--- src/rtl/isa_encoder_if.sv ---
// Command handshake and instruction-memory write bus shared by the host and isa_encoder.
interface isa_encoder_if #(
   parameter int unsigned DWIDTH_INST = 32,
   parameter int unsigned IMEM_AW     = 10
);
   logic                   cmd_valid;
   logic                   cmd_ready;
   logic [3:0]             cmd_op;
   logic [4:0]             cmd_rd;
   logic [4:0]             cmd_rs1;
   logic [4:0]             cmd_rs2;
   logic [31:0]            cmd_imm;
   logic                   imem_wen;
   logic [IMEM_AW-1:0]     imem_addr;
   logic [DWIDTH_INST-1:0] imem_wdata;
   logic [IMEM_AW:0]       prog_len;
   logic                   prog_done;
   logic                   err_illegal;
   logic                   err_overflow;

   modport master (
      output cmd_valid, cmd_op, cmd_rd, cmd_rs1, cmd_rs2, cmd_imm,
      input  cmd_ready, imem_wen, imem_addr, imem_wdata, prog_len,
             prog_done, err_illegal, err_overflow
   );

   modport slave (
      input  cmd_valid, cmd_op, cmd_rd, cmd_rs1, cmd_rs2, cmd_imm,
      output cmd_ready, imem_wen, imem_addr, imem_wdata, prog_len,
             prog_done, err_illegal, err_overflow
   );
endinterface

--- src/rtl/isa_encoder.sv ---
// Encodes host commands into 32-bit core instructions and streams them into instruction memory.
// Define ISA_ENCODER_LI_EN to enable the two-word load-immediate (LI) pseudo-op.
module isa_encoder #(
   parameter int unsigned DWIDTH_INST = 32,
   parameter int unsigned IMEM_AW     = 10
) (
   input  logic         clk,
   input  logic         rst,
   input  logic         clear,
   isa_encoder_if.slave bus
);
   localparam int unsigned LW = IMEM_AW + 1;
   localparam int unsigned CW = IMEM_AW + 2;
   localparam logic [CW-1:0] LAST_SLOT = CW'((64'd1 << IMEM_AW) - 64'd1);

   localparam logic [3:0] OP_VMACC    = 4'd0;
   localparam logic [3:0] OP_VLE32    = 4'd1;
   localparam logic [3:0] OP_VSE32    = 4'd2;
   localparam logic [3:0] OP_VMV_VI   = 4'd3;
   localparam logic [3:0] OP_VSETIVLI = 4'd4;
   localparam logic [3:0] OP_VSTREAM  = 4'd5;
   localparam logic [3:0] OP_BNE      = 4'd6;
   localparam logic [3:0] OP_ADDI     = 4'd7;
   localparam logic [3:0] OP_LUI      = 4'd8;
   localparam logic [3:0] OP_ADD      = 4'd9;
   localparam logic [3:0] OP_CSR_CYC  = 4'd10;
   localparam logic [3:0] OP_LI       = 4'd11;
   localparam logic [3:0] OP_END      = 4'd12;
   localparam logic [31:0] WFI_WORD   = 32'h1050_0073;

   typedef enum logic [1:0] {
      ST_IDLE   = 2'd0,
      ST_SEALED = 2'd1
`ifdef ISA_ENCODER_LI_EN
      , ST_LI_LO = 2'd2
`endif
   } state_e;

   state_e                 state_q, state_d;
   logic                   ready_q, ready_d;
   logic                   wen_q, wen_d;
   logic [IMEM_AW-1:0]     addr_q, addr_d;
   logic [DWIDTH_INST-1:0] wdata_q, wdata_d;
   logic [LW-1:0]          len_q, len_d;
   logic                   done_q, done_d;
   logic                   illegal_q, illegal_d;
   logic                   ovf_q, ovf_d;
`ifdef ISA_ENCODER_LI_EN
   logic [4:0]             li_rd_q, li_rd_d;
   logic [11:0]            li_imm_q, li_imm_d;
   logic                   is_li_c;
`endif
   logic                   accept_c, legal_c, is_end_c, fits_c;
   logic [1:0]             words_c;

   // Single-word encoding of a command; for LI this is the LUI half with the ADDI sign carry folded in.
   function automatic logic [31:0] encode(input logic [3:0] op, input logic [4:0] rd,
                                          input logic [4:0] rs1, input logic [4:0] rs2,
                                          input logic [31:0] imm);
      logic [31:0] w;
      w = '0;
      case (op)
         OP_VMACC:    w = {6'b101101, 1'b1, rs2, rs1, 3'b000, rd, 7'h57};
         OP_VLE32:    w = {6'b000000, 1'b1, 5'd0, rs1, 3'b110, rd, 7'h07};
         OP_VSE32:    w = {6'b000000, 1'b1, 5'd0, rs1, 3'b110, rd, 7'h27};
         OP_VMV_VI:   w = {6'b010111, 1'b1, 5'd0, imm[4:0], 3'b101, rd, 7'h57};
         OP_VSETIVLI: w = {2'b11, imm[14:3], imm[2:0], 3'b111, rd, 7'h57};
         OP_VSTREAM:  w = {20'd0, rd, 7'h7F};
         OP_BNE:      w = {imm[11], imm[9:4], rs2, rs1, 3'b001, imm[3:0], imm[10], 7'h63};
         OP_ADDI:     w = {imm[11:0], rs1, 3'b000, rd, 7'h13};
         OP_LUI:      w = {imm[31:12], rd, 7'h37};
         OP_ADD:      w = {7'd0, rs2, rs1, 3'b000, rd, 7'h33};
         OP_CSR_CYC:  w = {12'hC00, 5'd0, 3'b000, rd, 7'h03};
`ifdef ISA_ENCODER_LI_EN
         OP_LI:       w = {imm[31:12] + 20'(imm[11]), rd, 7'h37};
`endif
         OP_END:      w = WFI_WORD;
         default:     w = '0;
      endcase
      return w;
   endfunction

   assign accept_c = bus.cmd_valid & ready_q;
   assign is_end_c = (bus.cmd_op == OP_END);
`ifdef ISA_ENCODER_LI_EN
   assign is_li_c  = (bus.cmd_op == OP_LI);
   assign legal_c  = (bus.cmd_op <= OP_END);
   assign words_c  = is_li_c ? 2'd2 : 2'd1;
`else
   assign legal_c  = (bus.cmd_op <= OP_END) && (bus.cmd_op != OP_LI);
   assign words_c  = 2'd1;
`endif
   // The top slot stays reserved so a program can always be sealed.
   assign fits_c   = (CW'(len_q) + CW'(words_c)) <= LAST_SLOT;

   always_ff @(posedge clk) begin
      if (rst || clear) begin
         state_q   <= ST_IDLE;
         ready_q   <= 1'b0;
         wen_q     <= 1'b0;
         addr_q    <= '0;
         wdata_q   <= '0;
         len_q     <= '0;
         done_q    <= 1'b0;
         illegal_q <= 1'b0;
         ovf_q     <= 1'b0;
`ifdef ISA_ENCODER_LI_EN
         li_rd_q   <= '0;
         li_imm_q  <= '0;
`endif
      end else begin
         state_q   <= state_d;
         ready_q   <= ready_d;
         wen_q     <= wen_d;
         addr_q    <= addr_d;
         wdata_q   <= wdata_d;
         len_q     <= len_d;
         done_q    <= done_d;
         illegal_q <= illegal_d;
         ovf_q     <= ovf_d;
`ifdef ISA_ENCODER_LI_EN
         li_rd_q   <= li_rd_d;
         li_imm_q  <= li_imm_d;
`endif
      end
   end

   always_comb begin
      state_d = state_q;
      case (state_q)
         ST_IDLE: begin
            if (accept_c && legal_c) begin
               if (is_end_c) state_d = ST_SEALED;
`ifdef ISA_ENCODER_LI_EN
               else if (is_li_c && fits_c) state_d = ST_LI_LO;
`endif
            end
         end
`ifdef ISA_ENCODER_LI_EN
         ST_LI_LO: state_d = ST_IDLE;
`endif
         default:  state_d = state_q;
      endcase
   end

   // Next values of the registered outputs; ready mirrors whether the next state takes commands.
   always_comb begin
      ready_d   = (state_d == ST_IDLE);
      wen_d     = 1'b0;
      addr_d    = addr_q;
      wdata_d   = wdata_q;
      len_d     = len_q;
      done_d    = done_q;
      illegal_d = 1'b0;
      ovf_d     = ovf_q;
`ifdef ISA_ENCODER_LI_EN
      li_rd_d   = li_rd_q;
      li_imm_d  = li_imm_q;
`endif
      case (state_q)
         ST_IDLE: begin
            if (accept_c) begin
               if (!legal_c) begin
                  illegal_d = 1'b1;
               end else if (is_end_c || fits_c) begin
                  wen_d   = 1'b1;
                  addr_d  = len_q[IMEM_AW-1:0];
                  wdata_d = DWIDTH_INST'(encode(bus.cmd_op, bus.cmd_rd, bus.cmd_rs1,
                                                bus.cmd_rs2, bus.cmd_imm));
                  len_d   = len_q + LW'(1);
                  done_d  = done_q | is_end_c;
               end else begin
                  ovf_d = 1'b1;
               end
`ifdef ISA_ENCODER_LI_EN
               li_rd_d  = bus.cmd_rd;
               li_imm_d = bus.cmd_imm[11:0];
`endif
            end
         end
`ifdef ISA_ENCODER_LI_EN
         ST_LI_LO: begin
            wen_d   = 1'b1;
            addr_d  = len_q[IMEM_AW-1:0];
            wdata_d = DWIDTH_INST'({li_imm_q, li_rd_q, 3'b000, li_rd_q, 7'h13});
            len_d   = len_q + LW'(1);
         end
`endif
         default: ;
      endcase
   end

   assign bus.cmd_ready    = ready_q;
   assign bus.imem_wen     = wen_q;
   assign bus.imem_addr    = addr_q;
   assign bus.imem_wdata   = wdata_q;
   assign bus.prog_len     = len_q;
   assign bus.prog_done    = done_q;
   assign bus.err_illegal  = illegal_q;
   assign bus.err_overflow = ovf_q;
endmodule

--- src/flat_wrapper.sv ---
// flat-port wrapper written by rule: the top's interface ports become plain ports
module isa_encoder_flat 
#(
   parameter int unsigned DWIDTH_INST = 32,
   parameter int unsigned IMEM_AW     = 10
)
  (clk, rst, clear, bus_cmd_valid, bus_cmd_op, bus_cmd_rd, bus_cmd_rs1, bus_cmd_rs2, bus_cmd_imm, bus_cmd_ready, bus_imem_wen, bus_imem_addr, bus_imem_wdata, bus_prog_len, bus_prog_done, bus_err_illegal, bus_err_overflow);
  isa_encoder_if #(.DWIDTH_INST(DWIDTH_INST), .IMEM_AW(IMEM_AW)) bus_i ();
  input  logic clk;
  input  logic rst;
  input  logic clear;
  input wire logic [$bits(bus_i.cmd_valid)-1:0] bus_cmd_valid;
  input wire logic [$bits(bus_i.cmd_op)-1:0] bus_cmd_op;
  input wire logic [$bits(bus_i.cmd_rd)-1:0] bus_cmd_rd;
  input wire logic [$bits(bus_i.cmd_rs1)-1:0] bus_cmd_rs1;
  input wire logic [$bits(bus_i.cmd_rs2)-1:0] bus_cmd_rs2;
  input wire logic [$bits(bus_i.cmd_imm)-1:0] bus_cmd_imm;
  output wire logic [$bits(bus_i.cmd_ready)-1:0] bus_cmd_ready;
  output wire logic [$bits(bus_i.imem_wen)-1:0] bus_imem_wen;
  output wire logic [$bits(bus_i.imem_addr)-1:0] bus_imem_addr;
  output wire logic [$bits(bus_i.imem_wdata)-1:0] bus_imem_wdata;
  output wire logic [$bits(bus_i.prog_len)-1:0] bus_prog_len;
  output wire logic [$bits(bus_i.prog_done)-1:0] bus_prog_done;
  output wire logic [$bits(bus_i.err_illegal)-1:0] bus_err_illegal;
  output wire logic [$bits(bus_i.err_overflow)-1:0] bus_err_overflow;
  assign bus_i.cmd_valid = bus_cmd_valid;
  assign bus_i.cmd_op = bus_cmd_op;
  assign bus_i.cmd_rd = bus_cmd_rd;
  assign bus_i.cmd_rs1 = bus_cmd_rs1;
  assign bus_i.cmd_rs2 = bus_cmd_rs2;
  assign bus_i.cmd_imm = bus_cmd_imm;
  assign bus_cmd_ready = bus_i.cmd_ready;
  assign bus_imem_wen = bus_i.imem_wen;
  assign bus_imem_addr = bus_i.imem_addr;
  assign bus_imem_wdata = bus_i.imem_wdata;
  assign bus_prog_len = bus_i.prog_len;
  assign bus_prog_done = bus_i.prog_done;
  assign bus_err_illegal = bus_i.err_illegal;
  assign bus_err_overflow = bus_i.err_overflow;
  isa_encoder #(.DWIDTH_INST(DWIDTH_INST), .IMEM_AW(IMEM_AW)) u_core (.clk(clk), .rst(rst), .clear(clear), .bus(bus_i));
endmodule
--- config.mk ---
export PLATFORM = sky130hd
export DESIGN_NAME = isa_encoder_flat
export DESIGN_NICKNAME = d
export VERILOG_FILES = /design/src/rtl/isa_encoder_if.sv /design/src/rtl/isa_encoder.sv /design/src/flat_wrapper.sv
export SDC_FILE = /design/constraint.sdc
export NUM_CORES = 1
export LEC_CHECK = 0
export BUFFER_PORTS_ARGS = -buffer_cell sky130_fd_sc_hd__buf_2
export CAP_MARGIN = 20
export CORE_ASPECT_RATIO = 2
export CORE_MARGIN = 2
export CORE_UTILIZATION = 35
export DETAILED_ROUTE_END_ITERATION = 8
export GPL_TIMING_DRIVEN = 1
export PLACE_DENSITY = 0.66
export SLEW_MARGIN = 20
export SYNTH_ARGS = -nofsm -noshare
export SYNTH_HDL_FRONTEND = slang
export SYNTH_SLANG_ARGS = --single-unit
--- constraint.sdc ---
create_clock -name clk -period 2.2 [get_ports clk]
set_clock_uncertainty 0.2 [all_clocks]
set_input_delay 0.44 -clock clk [delete_from_list [all_inputs] [get_ports clk]]
set_output_delay 0.44 -clock clk [all_outputs]
set_load 0.01 [all_outputs]
==> results of run 1 <==
layer usage:
metal / wire length (um) / track usage / vias to the layer above
met4: 416 / 0.155 / 0
met2: 5960 / 0.419 / 148
li1: - / - / 1682
met3: 576 / 0.0418 / 39
met5: 0 / 0 / -
met1: 3760 / 0.216 / 1634
cell type report:
type / instances / area share
Clock buffer: 11 / 0.0566
Sequential cell: 59 / 0.266
Clock inverter: 3 / 0.00336
Multi-Input combinational cell: 275 / 0.398
Inverter: 4 / 0.00336
Timing Repair Buffer: 167 / 0.245
Tap cell: 98 / 0.0275
per-stage QoR:
stage | hold slack [ns] | utilization
6_report | 0.245 | 0.539
5_1_grt | 0.275 | 0.539
4_1_cts | 0.239 | 0.524
3_5_place_dp | 0.243 | 0.480
3_3_place_gp | 0.238 | 0.480
2_1_floorplan | 0.215 | -
sequential cells by signal, summed over array words and instances (netlist names):
signal,count
u_core.bus.prog_len,11
u_core.bus.imem_addr,10
u_core.bus.err_illegal,1
u_core.bus.imem_wen,1
u_core.bus.imem_wdata,31
u_core.bus.err_overflow,1
u_core.bus.cmd_ready,1
u_core.bus.prog_done,1
u_core.state_q,2
path summary, 6_finish.rpt:
| kind | startpoint | to | slack [ns] | depth (start not counted) |
|---|---|---|---|---|
| worst max-delay path | u_core.bus.prog_len[0] | u_core.bus.prog_len[3] | 0.04 | 9 |
| worst min-delay path | bus_cmd_valid | u_core.bus.cmd_ready | 0.25 | 4 |
| worst max register to register | u_core.bus.prog_len[0] | u_core.bus.prog_len[3] | 0.04 | 9 |
| worst min register to register | u_core.bus.imem_addr[8] | u_core.bus.imem_addr[8] | 0.25 | 2 |
worst register-to-register path: stages, from the launching register on:
cell and delay [ns]:
dfxtp_4 0.36, ha_4 0.14, buf_6 0.10, nand3_4 0.09, nor4b_4 0.27, buf_4 0.17, o31ai_4 0.10, buf_12 0.17
or3_4 0.36, a21oi_2 0.12
placed cells by master (no fill, tap or decap), drive strengths merged, types with 2 or more instances in the layout:
cell and instances:
o31ai 5, a222oi 10, or3 2, a221oi 3, buf 166, o22ai 4, ha 2, clkinv 5
nand2 40, dfxtp 59, o31a 2, nor4 2, clkbuf 12, nand4 2, nand2b 4, o21ai 14
inv 2, or2 2, o211ai 3, or4 3, a22o 7, a21oi 35, a31oi 2, nor2 46
and3 2, nor3b 3, nor2b 2, nand3 10, a22oi 2, o211a 2, a21o 3, nor3 17
o21a 2, and2 4, a211oi 20, mux2i 2, a32oi 6, and4 2
report_power, final:
| group | switching [mW] | internal, mW |
|---|---|---|
| sequential | 0.00787 | 1.08 |
| clock | 0.467 | 0.802 |
| combinational | 0.217 | 0.173 |
what timing repair did:
item                       in CTS  in global routing
setup buffers                   3                  0
cloned                          0                  1
pin swaps                       6                 12
resized for setup              16                 23
setup endpoints to repair      26                 45
kinds of logic (layout without fill, tap and decap cells):
family	after synthesis	count (layout)
and+or+nand+nor	143	143
AOI/OAI and AO/OA	126	126
DFF	59	59
buffers and inverters	37	185
adders and majority gates	3	3
muxes	2	2
xor gates and xnor gates	1	1
==> results.md, run 1 <==
- Sequential fraction of the synthesis area: 0.394
- Pwr Density: 615 nW/um2
- Slew HR: 0.597
- First-pass GRT wire length: 16600 um
- Synth Area in Compound Gates: 0.299
- Placed Area: 3980 um2
- Crit path kind: reg -> reg
- CP Data Required Time: 2.25 ns
- Final period util: 0.982
- Critical path's slowest cell: dfxtp_4
- Final slew viol count: 0
- Dpl cells: 600
- Initial core utilization: 0.362
- Count of final hold-check violations: 0
- GRT Total Usage: 0.224
- Root buffer cell: clkbuf_16
- Non-filler instance count after layout: 617
- Count leader, synth: dfxtp_1
- Cell variety after synth: 52
- Startpoint Class: register
- Crit path time final: 2.16 ns
- DR WL/cell: 17.4 um
- Total power: 2.75 mW
- Vias per cell: 5.68
- Final setup viols: 0
- Ant. Diodes: 0
- Placement Setup Slack: -0.126 ns
- Setup_tns: 0 ns
- Area leader, netlist: dfxtp_1
- Post-Synth Simple-Gate Area: 0.224
- Mux cell area share after synthesis: 0.00668
- Clock Latency Late Sink: 0.33 ns
- Cts hold-fix bufs: 0
- H-Tree Depth: 3
- Commonest cells post-synth: 59 x dfxtp_1, 46 x nor2_1, 40 x nand2_1
- Post-Layout Inst Area: 4470 um2
- Syn nets: 428
- Synth top area share: 0.394
- Crit path arrival time: 2.21 ns
- Share of layout cells above drive strength 1: 0.399
- CTS clk-pin slew, worst paths: 0.05 ns
- RSZ-0062 raised after global routing: true
- CTS tree: built
- Die X: 69.5 um
- Max cap viols: 0
- Endpoint type of the worst setup path: register
- Buf+Inv Stages, Crit Path: 3
- Static leakage: 1.92 nW
- Top FF cell, synth: dfxtp_1
- Synth-to-Final Area Change: 48.9%
- Filler cells: 798
- Total number of vias: 3503
- Post-Route WL: 10700 um
- Multi-input gate area: 1780 um2
- Vias in the first global route: 3485
- Sequential standard cell area: 1190 um2
- RePlAce Congestion: 0.899
- Die H: 135 um
- Clk sinks: 59
- Drt pass-1 iters: 5
- Antenna-violating nets left: 0
- Core ar.: 8290 um2
- HPWL after DPL: 7910 um
- Die area: 9370 um2
- Synthesis Warnings: 0
- Fraction of registers with async set/reset: 0
- Setup ws final: 0.0402 ns
- Iter 0 DRT Violations: 229
- Status: completed
- # rows: 47
- Final routed DRC violation total: 0
- Post-synthesis adder-cell area fraction: 0.0121
- Syn_area_per_cell: 8.08 um2
- Worst IR Drop VDD: 445 uV
- Largest family of logic cells by synthesized area: compound AO/OA/AOI/OAI gates
- Crit path max fanout: 8
- Grt total ovfl: 0
- Largest net degree at the start of global routing: 36
- Top cells by area, synth: dfxtp_1 39%, nor2_1 5.8%, a21oi_1 5.7%
- Worst slew pin tran: 0.605 ns
- CP max stage delay: 0.36 ns
- Initial antenna violation count: 0
- Synthesized area: 3000 um2
- Syn Inst Count: 371
- I/O pin cnt: 113
- Nets: 573
- Class of the worst hold path: in -> reg
- Cell family with most CP delay: simple AND/OR/NAND/NOR gates
- Fmax: 463 MHz
- Clock Tree Buf Depth: 2
- EDFF count, synth: 0
- Critical Path, Cell by Cell: ha_4 -> buf_6 -> nand3_4 -> nor4b_4 -> buf_4 -> o31ai_4 -> buf_12 -> or3_4 -> a21oi_2
- XOR/XNOR Fraction of Synth Area: 0.00292
- CTS Buf Count: 9
- FF+latch count, synth: 59
- I/O Buffers: 112
Power figures use the tool's default switching activity.
==> inputs of run 2 (changes only) <==
--- a/config.mk
+++ b/config.mk
@@ -5,6 +5,7 @@
 export SDC_FILE = /design/constraint.sdc
 export NUM_CORES = 1
 export LEC_CHECK = 0
+export ABC_AREA = 1
 export BUFFER_PORTS_ARGS = -buffer_cell sky130_fd_sc_hd__buf_2
 export CAP_MARGIN = 20
 export CORE_ASPECT_RATIO = 2
@@ -12,7 +13,7 @@
 export CORE_UTILIZATION = 35
 export DETAILED_ROUTE_END_ITERATION = 8
 export GPL_TIMING_DRIVEN = 1
-export PLACE_DENSITY = 0.66
+export PLACE_DENSITY = 0.65
 export SLEW_MARGIN = 20
 export SYNTH_ARGS = -nofsm -noshare
 export SYNTH_HDL_FRONTEND = slang
==> run 2 against run 1 <==
  * Total power shrank 1.6%
  * Clock-buffer cell count fell by 1
  * Synthesized cell count grew 34%
  * Critical path type unchanged
  * Critical endpoint is now u_core.bus.imem_wdata[11]
  * Largest power group unchanged
  * Highest routed layer unchanged
==> results.md, run 2 <==
- Nets: 679 (was 573)
- Pwr Density: 628 nW/um2 (was 615 nW/um2)
- Fraction of registers with async set/reset: 0 (unchanged)
- Ant. Diodes: 0 (unchanged)
- Die X: 71.8 um (was 69.5 um)
- Die H: 140 um (was 135 um)
- Placed Area: 4010 um2 (was 3980 um2)
- Final slew viol count: 0 (unchanged)
- Commonest cells post-synth: 155 x nand2_1, 68 x nand3_1, 67 x a21oi_1 (was 59 x dfxtp_1, 46 x nor2_1, 40 x nand2_1)
- Synthesized area: 3220 um2 (was 3000 um2)
- I/O Buffers: 112 (unchanged)
- Vias per cell: 5.26 (was 5.68)
- Startpoint Class: register (unchanged)
- CP Data Required Time: 2.25 ns (about the same)
- Count leader, synth: nand2_1 (was dfxtp_1)
- Fmax: 495 MHz (was 463 MHz)
- Share of layout cells above drive strength 1: 0.270 (was 0.399)
- CTS clk-pin slew, worst paths: 0.06 ns (was 0.05 ns)
- Syn_area_per_cell: 6.47 um2 (was 8.08 um2)
- Syn nets: 555 (was 428)
- Crit path arrival time: 2.07 ns (was 2.21 ns)
- H-Tree Depth: 3 (unchanged)
- Static leakage: 2.03 nW (was 1.92 nW)
- Post-Synth Simple-Gate Area: 0.387 (was 0.224)
- Class of the worst hold path: in -> reg (unchanged)
- Crit path time final: 2.02 ns (was 2.16 ns)
- Synth top area share: 0.367 (was 0.394)
- Worst slew pin tran: 0.781 ns (was 0.605 ns)
- Final setup viols: 0 (unchanged)
- Crit path kind: reg -> reg (unchanged)
- Most frequent cells in the layout: 155 x nand2_1, 112 x buf_2, 68 x nand3_1 (was 112 x buf_2, 57 x dfxtp_1, 46 x nor2_1)
- Count of final hold-check violations: 0 (unchanged)
- Synth Area in Compound Gates: 0.133 (was 0.299)
- Crit path max fanout: 35 (was 8)
- RSZ-0062 raised after global routing: true (unchanged)
- # rows: 49 (was 47)
- Slew HR: 0.479 (was 0.597)
- Post-synthesis adder-cell area fraction: 0.00777 (was 0.0121)
- Initial antenna violation count: 0 (unchanged)
- Clock Latency Late Sink: 0.33 ns (about the same)
- Post-Layout Inst Area: 4310 um2 (was 4470 um2)
- Area leader, netlist: dfxtp_1 (unchanged)
- Synth-to-Final Area Change: 33.7% (was 48.9%)
- Met2 Use GR: 0.393 (was 0.419)
- Clock Tree Buf Depth: 2 (unchanged)
- EDFF count, synth: 0 (unchanged)
- DR WL/cell: 14.7 um (was 17.4 um)
- HPWL after DPL: 8120 um (was 7910 um)
- Setup_tns: 0 ns (unchanged)
- Syn Inst Count: 498 (was 371)
- Endpoint type of the worst setup path: register (unchanged)
- Routing usage on met3: 0.0442 (was 0.0418)
- Final period util: 0.918 (was 0.982)
- Total number of vias: 3837 (was 3503)
- Drt pass-1 iters: 6 (was 5)
- Cts hold-fix bufs: 0 (unchanged)
- Worst IR Drop VDD: 341 uV (was 445 uV)
- Top cells by area, synth: dfxtp_1 37%, nand2_1 18%, nand3_1 11% (was dfxtp_1 39%, nor2_1 5.8%, a21oi_1 5.7%)
- Core ar.: 8950 um2 (was 8290 um2)
- Status: completed (unchanged)
- Sequential fraction of the synthesis area: 0.367 (was 0.394)
- Final routed DRC violation total: 0 (unchanged)
- Largest family of logic cells by synthesized area: simple AND/OR/NAND/NOR gates (was compound AO/OA/AOI/OAI gates)
- Clk sinks: 59 (unchanged)
- Most common cell after layout, fill and taps aside: nand2_1 (was buf_2)
- Post-CTS setup buffer count: 0 (was 3)
- Grt total ovfl: 0 (unchanged)
- Largest net degree at the start of global routing: 39 (was 36)
- Met1 usage in global routing: 0.216 (about the same)
- GRT Total Usage: 0.217 (was 0.224)
- Root buffer cell: clkbuf_16 (unchanged)
- Max cap viols: 0 (unchanged)
- Iter 0 DRT Violations: 217 (was 229)
- First-pass GRT wire length: 17200 um (was 16600 um)
- Vias in the first global route: 3757 (was 3485)
- RePlAce Congestion: 1.05 (was 0.899)
- Synthesis Warnings: 0 (unchanged)
- Antenna-violating nets left: 0 (unchanged)
- Cell variety after synth: 27 (was 52)
- I/O pin cnt: 113 (unchanged)
- Post-Route WL: 10700 um (about the same)
- Grt peak-use layer: met2 (unchanged)
- Die area: 10000 um2 (was 9370 um2)
- Mux cell area share after synthesis: 0 (was 0.00668)
- CTS tree: built (unchanged)
- FF+latch count, synth: 59 (unchanged)
- XOR/XNOR Fraction of Synth Area: 0.0163 (was 0.00292)
- Max FFs per register: 31 (unchanged)
- CTS Buf Count: 9 (unchanged)
- Top FF cell, synth: dfxtp_1 (unchanged)
- Initial core utilization: 0.360 (was 0.362)
[run 2: changes by cell type in the layout (fill, tap and decap cells not counted), sizes merged, moves of 10 or more]
cell / previous run / this run
buf: 166 / 143
inv: 2 / 26
nor2: 46 / 57
a21oi: 35 / 67
nand2: 40 / 157
a211oi: 20 / 2
a222oi: 10 / 0
nor3: 17 / 1
nand3: 10 / 70
[run 2: path summary, 6_finish.rpt]
kind / endpoint / depth (start not counted) / slack (ns) / start
setup / recovery: u_core.bus.imem_wdata[11] / 10 / 0.18 / u_core.bus.prog_len[0]
hold / removal: u_core.bus.imem_wdata[17] / 5 / 0.24 / bus_cmd_rs1[2]
setup reg to reg: u_core.bus.imem_wdata[11] / 10 / 0.18 / u_core.bus.prog_len[0]
hold reg to reg: u_core.state_q[1] / 2 / 0.25 / u_core.state_q[1]
[run 2: logic make-up after synthesis]
logic type,count (synthesis)
AO/OA/AOI/OAI,83
XOR/XNOR,6
adder cells (fa/ha/maj),2
buffers and inverters,56
flip-flops,59
AND/OR/NAND/NOR,292
[run 2: what timing repair did]
action / 4_1_cts / 5_1_grt
resized for setup: 0 / 3
setup endpoints to repair: 0 / 9
hold endpoints to repair: 0 / 0
[run 2: area by class of cell]
class	instances	area (um2)
multi-input cells	383	1770
clock inverters	6	41.3
fillers	958	4650
clock buffers	10	239
well taps	102	128
flip-flops and latches	59	1180
inverters	26	97.6
repair buffers	143	847
[run 2: report_power, final]
group / internal [mW] / switching [mW] / total [mW]
combinational: 0.125 / 0.186 / 0.310
sequential: 1.08 / 0.00698 / 1.09
clock: 0.789 / 0.516 / 1.30
[run 2: critical path, stage by stage, from the launching register on]
cell	delay [ns]
dfxtp_1	0.33
ha_2	0.22
nand3_2	0.13
nor2_4	0.17
nand2_1	0.07
nand2_1	0.09
nand3_2	0.11
nand2_4	0.16
buf_12	0.21
nand3_1	0.09
a21oi_1	0.15
[run 2: through the flow]
step | power [mW] | util | std cells | hold WS, ns | setup slack, ns
finish | 2.70 | 0.481 | 729 | 0.236 | 0.180
global route | 2.81 | 0.481 | 729 | 0.266 | 0.00595
CTS | 2.73 | 0.479 | 729 | 0.235 | 0.123
detailed placement | 1.42 | 0.448 | 713 | 0.237 | 0.00354
global placement | 1.42 | 0.448 | 713 | 0.232 | 0.106
floorplan | 1.28 | - | 498 | 0.222 | 0.219
[run 2: layer usage]
metal | up-vias | share of wire | routed length (um)
li1 | 1887 | - | -
met1 | 1746 | 0.35 | 3780
met2 | 162 | 0.53 | 5710
met3 | 42 | 0.059 | 638
met4 | 0 | 0.057 | 616
met5 | - | 0 | 0
==> inputs of run 3 (changes only) <==
--- a/config.mk
+++ b/config.mk
@@ -13,7 +13,7 @@
 export CORE_UTILIZATION = 35
 export DETAILED_ROUTE_END_ITERATION = 8
 export GPL_TIMING_DRIVEN = 1
-export PLACE_DENSITY = 0.65
+export PLACE_DENSITY = 0.62
 export SLEW_MARGIN = 20
 export SYNTH_ARGS = -nofsm -noshare
 export SYNTH_HDL_FRONTEND = slang
==> constraint.sdc (replaced) <==
create_clock -name clk -period 2.45 [get_ports clk]
set_clock_uncertainty 0.2 [all_clocks]
set_input_delay 0.49 -clock clk [delete_from_list [all_inputs] [get_ports clk]]
set_output_delay 0.49 -clock clk [all_outputs]
set_load 0.01 [all_outputs]
==> run 3 against run 2 <==
  * Worst setup slack improved by 0.14 ns
  * Sequential share of layout area rose by 0.64 points
  * Die area unchanged
  * First-iteration DRC count increased by 6.0%
  * Combinational power decreased by 15%
  * Design area down 2.3%
  * Global-route usage down 0.28 points
  * Total power decreased by 7.8%
  * Cell count down 1.8%
  * Sequential power shrank 10%
  * Register-to-register slack improved by 0.14 ns
  * Highest routed layer unchanged
  * Sequential cell count unchanged
==> results.md, run 3 (same netlist as run 2, synthesis figures left out) <==
- Sequential cell fraction of total power: 0.393 (was 0.403)
- Largest net degree at the start of global routing: 36 (was 39)
- Post-CTS setup buffer count: 0 (unchanged)
- GRT Total Usage: 0.214 (was 0.217)
- CP Data Required Time: 2.51 ns (was 2.25 ns)
- RSZ-0062 raised after global routing: false (was true)
- Clock power frac: 0.501 (was 0.482)
- Clock Tree Buf Depth: 2 (unchanged)
- Initial core utilization: 0.360 (unchanged)
- CTS tree: built (unchanged)
- Crit path time final: 2.13 ns (was 2.02 ns)
- Root buffer cell: clkbuf_16 (unchanged)
- Crit path arrival time: 2.18 ns (was 2.07 ns)
- Worst IR Drop VDD: 393 uV (was 341 uV)
- Setup_tns: 0 ns (unchanged)
- Startpoint Class: register (unchanged)
- Cts hold-fix bufs: 0 (unchanged)
- Max FFs per register: 31 (unchanged)
- Vias per cell: 5.11 (was 5.26)
- Buf+Inv Stages, Crit Path: 0 (was 1)
- Fmax: 470 MHz (was 495 MHz)
- Nets: 666 (was 679)
- Logic pwr share: 0.106 (was 0.115)
- Critical Path, Cell by Cell: ha_1 -> nand3_2 -> nor2_4 -> nand3_1 -> nand3_2 -> nand2_4 -> nand2_4 -> nand2_1 -> a21oi_1 (was ha_2 -> nand3_2 -> nor2_4 -> nand2_1 -> nand2_1 -> nand3_2 -> nand2_4 -> buf_12 -> nand3_1 -> a21oi_1)
- Post-Route WL: 10500 um (was 10700 um)
- HPWL after DPL: 8000 um (was 8120 um)
- Endpoint type of the worst setup path: register (unchanged)
- Ant. Diodes: 0 (unchanged)
- Final routed DRC violation total: 0 (unchanged)
- Crit path max fanout: 26 (was 35)
- Most common cell after layout, fill and taps aside: nand2_1 (unchanged)
- Drt pass-1 iters: 4 (was 6)
- Placement Setup Slack: 0.247 ns (was 0.00354 ns)
- Setup ws final: 0.324 ns (was 0.180 ns)
- Total number of vias: 3656 (was 3837)
- Sw Pwr: 0.635 mW (was 0.708 mW)
- Die area: 10000 um2 (unchanged)
- I/O Buffers: 112 (unchanged)
- Final slew viol count: 0 (unchanged)
- CP max stage delay: 0.44 ns (was 0.33 ns)
- Most frequent cells in the layout: 155 x nand2_1, 112 x buf_2, 68 x nand3_1 (unchanged)
- Placed Area: 3910 um2 (was 4010 um2)
- Post-Layout Inst Area: 4210 um2 (was 4310 um2)
- Initial antenna violation count: 0 (unchanged)
- Die X: 71.8 um (unchanged)
- # resized after CTS: 0 (unchanged)
- Worst slew pin tran: 0.468 ns (was 0.781 ns)
- Final period util: 0.868 (was 0.918)
- Critical path's slowest cell: dfxtp_1 (unchanged)
- Clk sinks: 59 (unchanged)
- Switching share of power: 0.255 (was 0.262)
- Count of final hold-check violations: 0 (unchanged)
- Internal Power: 1.86 mW (was 2.00 mW)
- Max cap viols: 0 (unchanged)
- Class of the worst hold path: reg -> reg (was in -> reg)
- CTS Buf Count: 9 (unchanged)
- Synth-to-Final Area Change: 30.6% (was 33.7%)
- Iter 0 DRT Violations: 230 (was 217)
- Share of layout cells above drive strength 1: 0.252 (was 0.270)
- Final setup viols: 0 (unchanged)
- Static leakage: 1.98 nW (was 2.03 nW)
- Grt total ovfl: 0 (unchanged)
- Die H: 140 um (unchanged)
- Vias in the first global route: 3516 (was 3757)
- # rows: 49 (unchanged)
- DR WL/cell: 14.7 um (about the same)
- Crit path kind: reg -> reg (unchanged)
- First-pass GRT wire length: 16800 um (was 17200 um)
- Core ar.: 8950 um2 (unchanged)
- Slew HR: 0.687 (was 0.479)
- H-Tree Depth: 3 (unchanged)
- RePlAce Congestion: 0.984 (was 1.05)
- Core Util, Final: 0.470 (was 0.481)
- Antenna-violating nets left: 0 (unchanged)
- I/O pin cnt: 113 (unchanged)
- Cell family with most CP delay: simple AND/OR/NAND/NOR gates (unchanged)
- Pwr Density: 592 nW/um2 (was 628 nW/um2)
- Clock Latency Late Sink: 0.33 ns (about the same)
- CTS clk-pin slew, worst paths: 0.06 ns (about the same)
- Status: completed (unchanged)
==> run 3: cell count changes in the layout (fill, tap and decap cells not counted), sizes merged <==
cell and change:
buf -13, bufinv +1, clkbuf -1, clkinv +1, clkinvlp -1
==> run 3: layer usage <==
layer	wire (um)	global-route usage
met3	464	0.0463
met1	3900	0.216
met4	331	0.109
met2	5820	0.397
met5	0	0
==> run 3: layout make-up <==
cell class / count / area [um2]
inverters: 26 / 97.6
clock inverters: 7 / 68.8
clock buffers: 9 / 225
repair buffers: 130 / 746
multi-input cells: 383 / 1760
flip-flops and latches: 59 / 1180
well taps: 102 / 128
fillers: 972 / 4740
==> run 3: worst min-delay path, delay by kind of cell (launching register included) <==
| kind | cells | cell delay (ns) |
|---|---|---|
| flops | 1 | 0.31 |
| simple gates | 1 | 0.03 |
| buf+inv | 1 | 0.05 |
==> run 3: power by group through the flow <==
stage / Clock [mW] / Combinational (mW) / Sequential, mW
after floorplan: 0 / 0.147 / 1.00
after global placement: 0 / 0.263 / 0.998
after detailed placement: 0 / 0.264 / 0.999
after CTS: 1.27 / 0.265 / 0.978
after global routing: 1.31 / 0.296 / 0.979
final: 1.25 / 0.265 / 0.978
==> run 3: per-stage QoR <==
stage | std cells | hold slack [ns] | power, mW
finish | 716 | 0.246 | 2.49
global route | 716 | 0.273 | 2.59
CTS | 716 | 0.249 | 2.52
detailed placement | 700 | 0.241 | 1.26
global placement | 700 | 0.232 | 1.26
floorplan | 498 | 0.222 | 1.15
==> run 3: worst paths after layout <==
path / start / to / slack, ns / depth (start not counted)
max: u_core.bus.prog_len[1] / u_core.bus.prog_len[3] / 0.32 / 9
min: u_core.state_q[1] / u_core.state_q[1] / 0.25 / 2
max reg2reg: u_core.bus.prog_len[1] / u_core.bus.prog_len[3] / 0.32 / 9
min reg2reg: u_core.state_q[1] / u_core.state_q[1] / 0.25 / 2
